[src/rtl/cpu_controller_if.sv]
// cpu_controller_if: instruction fields and control outputs between the controller and the datapath
// master: the controller, which receives opcode/op and drives every control line.
// slave: the datapath/instruction-register side.
interface cpu_controller_if;
  logic [2:0] opcode;
  logic [1:0] op;
  logic [2:0] nsel;
  logic [3:0] vsel;
  logic       write;
  logic       loada;
  logic       loadb;
  logic       loadc;
  logic       loads;
  logic       asel;
  logic       bsel;
  logic       load_pc;
  logic       reset_pc;
  logic       load_ir;
  logic       load_addr;
  logic       addr_sel;
  logic [1:0] mem_cmd;
  logic       halted;
  modport master (
    input  opcode, op,
    output nsel, vsel, write, loada, loadb, loadc, loads, asel, bsel,
    output load_pc, reset_pc, load_ir, load_addr, addr_sel, mem_cmd, halted
  );
  modport slave (
    output opcode, op,
    input  nsel, vsel, write, loada, loadb, loadc, loads, asel, bsel,
    input  load_pc, reset_pc, load_ir, load_addr, addr_sel, mem_cmd, halted
  );
endinterface

[src/rtl/cpu_controller.sv]
// cpu_controller: Moore FSM sequencing fetch, decode and execute of a simple 16-bit CPU
// clk: rising-edge clock; reset: synchronous active-high reset.
// bus (master): opcode/op in; register, writeback, ALU, PC/IR, address and memory controls out.
module cpu_controller (
  input  logic              clk,
  input  logic              reset,
  cpu_controller_if.master  bus
);
  typedef enum logic [4:0] {
    RST, IF1, IF2, UPDATE_PC, DECODE, WRITE_IMM, GET_A, GET_B, ALU_MOV, ALU,
    CMP, WRITE_REG, ADDR, LOAD_ADDR, MEM_RD1, MEM_RD2, GET_B_RD, STR_C, MEM_WR, HALT
  } state_t;
  // GET_A, GET_B and LOAD_ADDR are shared between instructions; the class captured
  // in DECODE picks their successor so opcode is never looked at again.
  typedef enum logic [2:0] {K_NONE, K_MOVR, K_ALU, K_CMP, K_LDR, K_STR} kind_t;
  state_t     state_q, state_d;
  kind_t      kind_q, kind_d;
  logic [4:0] ins;
  assign ins = {bus.opcode, bus.op};
  always_ff @(posedge clk) begin
    if (reset) begin
      state_q <= RST;
      kind_q  <= K_NONE;
    end else begin
      state_q <= state_d;
      kind_q  <= kind_d;
    end
  end
  always_comb begin
    state_d = state_q;
    kind_d  = kind_q;
    case (state_q)
      RST:       state_d = IF1;
      IF1:       state_d = IF2;
      IF2:       state_d = UPDATE_PC;
      UPDATE_PC: state_d = DECODE;
      DECODE: begin
        kind_d  = ins == 5'b11000      ? K_MOVR :
                  ins == 5'b10101      ? K_CMP  :
                  ins[4:2] == 3'b101   ? K_ALU  :
                  ins == 5'b01100      ? K_LDR  :
                  ins == 5'b10000      ? K_STR  : K_NONE;
        state_d = ins[4:2] == 3'b111                               ? HALT      :
                  ins == 5'b11010                                  ? WRITE_IMM :
                  ins inside {5'b10100, 5'b10101, 5'b10110, 5'b01100, 5'b10000} ? GET_A :
                  ins inside {5'b11000, 5'b10111}                  ? GET_B     : IF1;
      end
      GET_A:     state_d = kind_q inside {K_LDR, K_STR} ? ADDR : GET_B;
      GET_B:     state_d = kind_q == K_MOVR ? ALU_MOV : kind_q == K_CMP ? CMP : ALU;
      ALU_MOV:   state_d = WRITE_REG;
      ALU:       state_d = WRITE_REG;
      ADDR:      state_d = LOAD_ADDR;
      LOAD_ADDR: state_d = kind_q == K_LDR ? MEM_RD1 : GET_B_RD;
      MEM_RD1:   state_d = MEM_RD2;
      GET_B_RD:  state_d = STR_C;
      STR_C:     state_d = MEM_WR;
      HALT:      state_d = HALT;
      default:   state_d = IF1;
    endcase
  end
  always_comb begin
    bus.nsel      = state_q inside {WRITE_IMM, GET_A}            ? 3'b100 :
                    state_q inside {WRITE_REG, MEM_RD2, GET_B_RD} ? 3'b010 :
                    state_q == GET_B                              ? 3'b001 : 3'b000;
    bus.vsel      = state_q == MEM_RD2   ? 4'b1000 :
                    state_q == WRITE_IMM ? 4'b0100 :
                    state_q == WRITE_REG ? 4'b0001 : 4'b0000;
    bus.write     = state_q inside {WRITE_IMM, WRITE_REG, MEM_RD2};
    bus.loada     = state_q == GET_A;
    bus.loadb     = state_q inside {GET_B, GET_B_RD};
    bus.loadc     = state_q inside {ALU_MOV, ALU, ADDR, STR_C};
    bus.loads     = state_q == CMP;
    bus.asel      = state_q inside {ALU_MOV, STR_C};
    bus.bsel      = state_q == ADDR;
    bus.load_pc   = state_q inside {RST, UPDATE_PC};
    bus.reset_pc  = state_q == RST;
    bus.load_ir   = state_q == IF2;
    bus.load_addr = state_q == LOAD_ADDR;
    bus.addr_sel  = state_q inside {IF1, IF2};
    bus.mem_cmd   = state_q inside {IF1, IF2, MEM_RD1, MEM_RD2} ? 2'b01 :
                    state_q == MEM_WR                          ? 2'b10 : 2'b00;
    bus.halted    = state_q == HALT;
  end
endmodule

[src/flat_wrapper.sv]
// flat-port wrapper written by rule: the top's interface ports become plain ports
module cpu_controller_flat 
  (clk, reset, bus_opcode, bus_op, bus_nsel, bus_vsel, bus_write, bus_loada, bus_loadb, bus_loadc, bus_loads, bus_asel, bus_bsel, bus_load_pc, bus_reset_pc, bus_load_ir, bus_load_addr, bus_addr_sel, bus_mem_cmd, bus_halted);
  cpu_controller_if bus_i ();
  input  logic clk;
  input  logic reset;
  input wire logic [$bits(bus_i.opcode)-1:0] bus_opcode;
  input wire logic [$bits(bus_i.op)-1:0] bus_op;
  output wire logic [$bits(bus_i.nsel)-1:0] bus_nsel;
  output wire logic [$bits(bus_i.vsel)-1:0] bus_vsel;
  output wire logic [$bits(bus_i.write)-1:0] bus_write;
  output wire logic [$bits(bus_i.loada)-1:0] bus_loada;
  output wire logic [$bits(bus_i.loadb)-1:0] bus_loadb;
  output wire logic [$bits(bus_i.loadc)-1:0] bus_loadc;
  output wire logic [$bits(bus_i.loads)-1:0] bus_loads;
  output wire logic [$bits(bus_i.asel)-1:0] bus_asel;
  output wire logic [$bits(bus_i.bsel)-1:0] bus_bsel;
  output wire logic [$bits(bus_i.load_pc)-1:0] bus_load_pc;
  output wire logic [$bits(bus_i.reset_pc)-1:0] bus_reset_pc;
  output wire logic [$bits(bus_i.load_ir)-1:0] bus_load_ir;
  output wire logic [$bits(bus_i.load_addr)-1:0] bus_load_addr;
  output wire logic [$bits(bus_i.addr_sel)-1:0] bus_addr_sel;
  output wire logic [$bits(bus_i.mem_cmd)-1:0] bus_mem_cmd;
  output wire logic [$bits(bus_i.halted)-1:0] bus_halted;
  assign bus_i.opcode = bus_opcode;
  assign bus_i.op = bus_op;
  assign bus_nsel = bus_i.nsel;
  assign bus_vsel = bus_i.vsel;
  assign bus_write = bus_i.write;
  assign bus_loada = bus_i.loada;
  assign bus_loadb = bus_i.loadb;
  assign bus_loadc = bus_i.loadc;
  assign bus_loads = bus_i.loads;
  assign bus_asel = bus_i.asel;
  assign bus_bsel = bus_i.bsel;
  assign bus_load_pc = bus_i.load_pc;
  assign bus_reset_pc = bus_i.reset_pc;
  assign bus_load_ir = bus_i.load_ir;
  assign bus_load_addr = bus_i.load_addr;
  assign bus_addr_sel = bus_i.addr_sel;
  assign bus_mem_cmd = bus_i.mem_cmd;
  assign bus_halted = bus_i.halted;
  cpu_controller u_core (.clk(clk), .reset(reset), .bus(bus_i));
endmodule
[config.mk]
export PLATFORM = sky130hd
export DESIGN_NAME = cpu_controller_flat
export DESIGN_NICKNAME = d
export VERILOG_FILES = /design/src/rtl/cpu_controller_if.sv /design/src/rtl/cpu_controller.sv /design/src/flat_wrapper.sv
export SDC_FILE = /design/constraint.sdc
export NUM_CORES = 1
export LEC_CHECK = 0
export ABC_AREA = 1
export BUFFER_PORTS_ARGS = -buffer_cell sky130_fd_sc_hd__buf_2
export CORE_ASPECT_RATIO = 0.9
export CORE_MARGIN = 2
export CORE_UTILIZATION = 25
export CTS_CLUSTER_DIAMETER = 30
export DETAILED_ROUTE_END_ITERATION = 16
export HOLD_SLACK_MARGIN = 0.1
export PLACE_DENSITY_LB_ADDON = 0.1
export SYNTH_ARGS = -nofsm -noshare
export SYNTH_HDL_FRONTEND = slang
export SYNTH_SLANG_ARGS = --single-unit
[constraint.sdc]
create_clock -name clk -period 1.9 [get_ports clk]
set_input_delay 0.19 -clock clk [delete_from_list [all_inputs] [get_ports clk]]
set_output_delay 0.19 -clock clk [all_outputs]
set_load 0.005 [all_outputs]
==> flow_results.org <==
** Synth
- Top post-synthesis cells by area :: sky130_fd_sc_hd__dfxtp_1, sky130_fd_sc_hd__nor2_1, sky130_fd_sc_hd__nand2_1
- Sequential cells were found to cover about a fifth of the synthesized design area.
- The synthesized design contains 8 register bits.
- The number of nets in the synthesized netlist is approximately 160.
- Area fraction of the dominant cell type after synthesis :: 20.0%
- Number of warnings issued by yosys :: 0
- Commonest register cell after synthesis :: sky130_fd_sc_hd__dfxtp_1
- In this run the mean area of a mapped cell was roughly 5.3 sq um.
- Post-synthesis instance area :: ~800 sq um
- Number of different library cells in the post-synthesis netlist :: 19
- After synthesis, the share of flip-flops with an asynchronous set or reset is 0%.
- sky130_fd_sc_hd__dfxtp_1 takes more of the synthesized area than any other cell.
- Number of synthesized flops with an enable pin :: 0
- In the synthesized netlist, the number of instances is between 150 and 200.

** Cells and area
- Fraction of layout instances using a drive strength above 1 :: between 20% and 30%
- Total inserted antenna cells :: 0
- After filler insertion, the fill cell instance count of the layout stands at a little under 400.
- Synth-to-Final Area Change :: 25.7%
- Number of nets in the layout :: 190

** Clocking
- Clock tree from TritonCTS :: built
- Post-CTS resize count :: 0
- Post-CTS Setup Bufs :: 0
- Clock-pin slew was measured on the worst setup and hold paths at ~0.060 ns.
- Maximum clock path buffer count :: 2
- TritonCTS created 3 clock buffers.
- H-tree depth reported by CTS :: 1
- Count of hold-fix buffers inserted at cts :: 0
- The tree is rooted in a sky130_fd_sc_hd__clkbuf_4.
- TritonCTS sink count :: 8
- At the later pin of the worst-skew pair, clock insertion delay measures roughly 0.25 ns.

** Critical path
- Along the worst path, the maximum fanout reaches 7.
- WP data required :: between 1.5 and 2 ns
- STA classifies the critical path endpoint as an output port.
- STA classifies the critical path startpoint as a flop.
- Cells on worst reg2reg path :: 7
- Kind of critical path :: reg -> out
- Data arrival, critical path :: between 1 and 1.5 ns
- CP startpoint :: u_core.state_q[4]
- Worst reg2reg path endpoint :: u_core.state_q[0]
- R2r setup slk :: around 0.46 ns
- In this run the worst setup path terminates at bus_asel.
- In this run the critical register-to-register path is launched from u_core.state_q[4].

** STA
- Endpoints failing setup :: 0
- Setup repair after global routing left no endpoint under its margin.
- Maximum frequency from static timing analysis :: ~600 MHz
- Worst-case clock skew :: approximately 0.0010 ns
- Hold Vio Cnt, Final :: 0
- Max-slew violation total from the final report :: 0
- Setup total negative slack on the finished layout was measured at 0 ns.
- Final worst path period share :: roughly nine tenths
- Final critical delay including setup and external delays :: 1.68 ns

** Placed design
- Sum of net half-perimeters after detailed placement :: 1990 um
- Routability-driven placement finished with a final weighted congestion of 0.865.
- Port bufs :: 27

** Die
- After floorplanning, the core was divided into 19 placement rows.
- Starting density of the core :: a little over a quarter
- Full die area :: about 0.0037 sq mm
- Measured along the y axis, the die boundary spans 57.7 um.
- The core region is approximately 0.0030 sq mm.
- I/O pin count :: 29
- Die span in x :: between 60 and 70 um

** Run status
- The flow ran to the end, and the final reports show no timing, DRC or antenna violations.

** Routing
- Violation count after the first detailed-route iteration :: between 60 and 70
- The first detailed-routing pass ran for 4 iterations.
- ANT nets after route :: 0
- Detailed-route wire length :: 2320 um
- Wire length per cell :: around 10 um
- Using the TritonRoute via totals, the vias-per-cell ratio works out to roughly 4.5.
- Vias :: between 900 and 1000
- Number of DRC violations after detailed routing :: 0

** GRT
- Entering global routing, the biggest net connects 10 pins.
- After global routing the overflow that remains totals 0.
- For this run, the total global-route usage over all layers was measured as a little over an eighth.
- The first global-routing pass estimated ~3900 um of wire.
- Initial antenna violation count :: 0
- The number of global-route vias before repair came to between 900 and 1000.

** Job
- Across the run, the number of max-cap violations was 0.

** Pwr
- IR Drop Worst-Case VDD :: ~0.33 mV
- Overall power of the completed layout :: between 0.0008 and 0.0009 W
- LEAKAGE :: 0.630 nW
- Power Density :: a little over 800 mW/mm^2

** Hold path
- Hold crit path type :: in -> reg
==> flip-flops by register name, summed over array words and instances, names as in the netlist <==
signal / cells
u_core.kind_q: 3
u_core.state_q: 5
==> stage by stage <==
step           std cells  hold slack (ns)  worst slack (ns)  utilization [%]  instance area, sq um
4_1_cts              223            0.152             0.157             32.9                  1000
3_5_place_dp         220            0.420             0.438             32.2                   980
3_3_place_gp         220            0.426             0.377             32.2                   980
2_1_floorplan        152            0.259             0.703                -                   800
6_report             223            0.155             0.221             33.0                  1000
5_1_grt              223            0.160            0.0230             33.0                  1000
==> cell usage in the layout, fill, tap and decap left out <==
cell type,count
sky130_fd_sc_hd__nand2_1,34
sky130_fd_sc_hd__nor2_1,34
sky130_fd_sc_hd__inv_1,27
sky130_fd_sc_hd__buf_2,27
sky130_fd_sc_hd__nand3_1,19
sky130_fd_sc_hd__dfxtp_1,8
sky130_fd_sc_hd__o21ai_0,7
sky130_fd_sc_hd__nand2_2,3
sky130_fd_sc_hd__nor2_4,3
sky130_fd_sc_hd__nand4_1,3
sky130_fd_sc_hd__clkbuf_4,3
sky130_fd_sc_hd__inv_2,2
sky130_fd_sc_hd__nor3_1,2
sky130_fd_sc_hd__a21oi_1,2
sky130_fd_sc_hd__nor2_2,1
sky130_fd_sc_hd__nor3_2,1
sky130_fd_sc_hd__nand3b_1,1
sky130_fd_sc_hd__o31ai_1,1
sky130_fd_sc_hd__a31oi_1,1
sky130_fd_sc_hd__o21a_1,1
sky130_fd_sc_hd__conb_1,1
==> how the worst min path moves through the flow <==
stage | start | to | slack [ns] | depth (start not counted)
floorplan | reset | u_core.state_q[2] | 0.26 | 1
global placement | reset | u_core.state_q[0] | 0.43 | 2
detailed placement | reset | u_core.state_q[0] | 0.42 | 2
CTS | reset | u_core.state_q[0] | 0.15 | 2
global route | reset | u_core.state_q[2] | 0.16 | 2
finish | reset | u_core.state_q[3] | 0.15 | 2
==> report_power, final <==
part | internal, W | switching, W | total, W
Sequential | 0.000196 | 0.0000321 | 0.000228
Combinational | 0.000161 | 0.000289 | 0.000451
Clock | 0.0000726 | 0.0000612 | 0.000134
==> kinds of logic after synthesis <==
kind of cell / synth area share [%]
buffers and inverters: 14.6
other: 0.469
DFF: 20.0
and+or+nand+nor: 56.7
AOI/OAI and AO/OA: 8.30
==> cells in the mapped netlist, types with 2 or more instances <==
master	instances
sky130_fd_sc_hd__nand3_1	19
sky130_fd_sc_hd__nand4_1	3
sky130_fd_sc_hd__dfxtp_1	8
sky130_fd_sc_hd__inv_1	27
sky130_fd_sc_hd__nor3_1	2
sky130_fd_sc_hd__o21ai_0	7
sky130_fd_sc_hd__nor2_4	3
sky130_fd_sc_hd__nand2_1	34
sky130_fd_sc_hd__nor2_1	35
sky130_fd_sc_hd__a21oi_1	2
sky130_fd_sc_hd__inv_2	2
sky130_fd_sc_hd__nand2_2	3
==> critical path, cell delays in order (launching register included) <==
cell and delay (ns):
sky130_fd_sc_hd__dfxtp_1 0.54, sky130_fd_sc_hd__inv_2 0.13, sky130_fd_sc_hd__nor3_2 0.26, sky130_fd_sc_hd__nand2_1 0.10, sky130_fd_sc_hd__o21ai_0 0.07, sky130_fd_sc_hd__buf_2 0.13
==> layer usage <==
metal | vias to the layer above | track usage (%) | share of wire (%)
li1 | 532 | - | -
met1 | 423 | 18.8 | 47
met2 | 37 | 21.7 | 44
met3 | 2 | 2.33 | 8.9
met4 | 0 | 1.86 | 0.43
met5 | - | 0 | 0
==> layout make-up <==
type	instances	area [sq um]	area share (%)
multi-input cells	114	526	52.3
flip-flops and latches	8	160	15.9
repair buffers	27	135	13.4
inverters	29	109	10.8
well taps	42	52.6	5.23
clock buffers	3	22.5	2.24
Note: power is estimated with default switching activity, not from simulation.
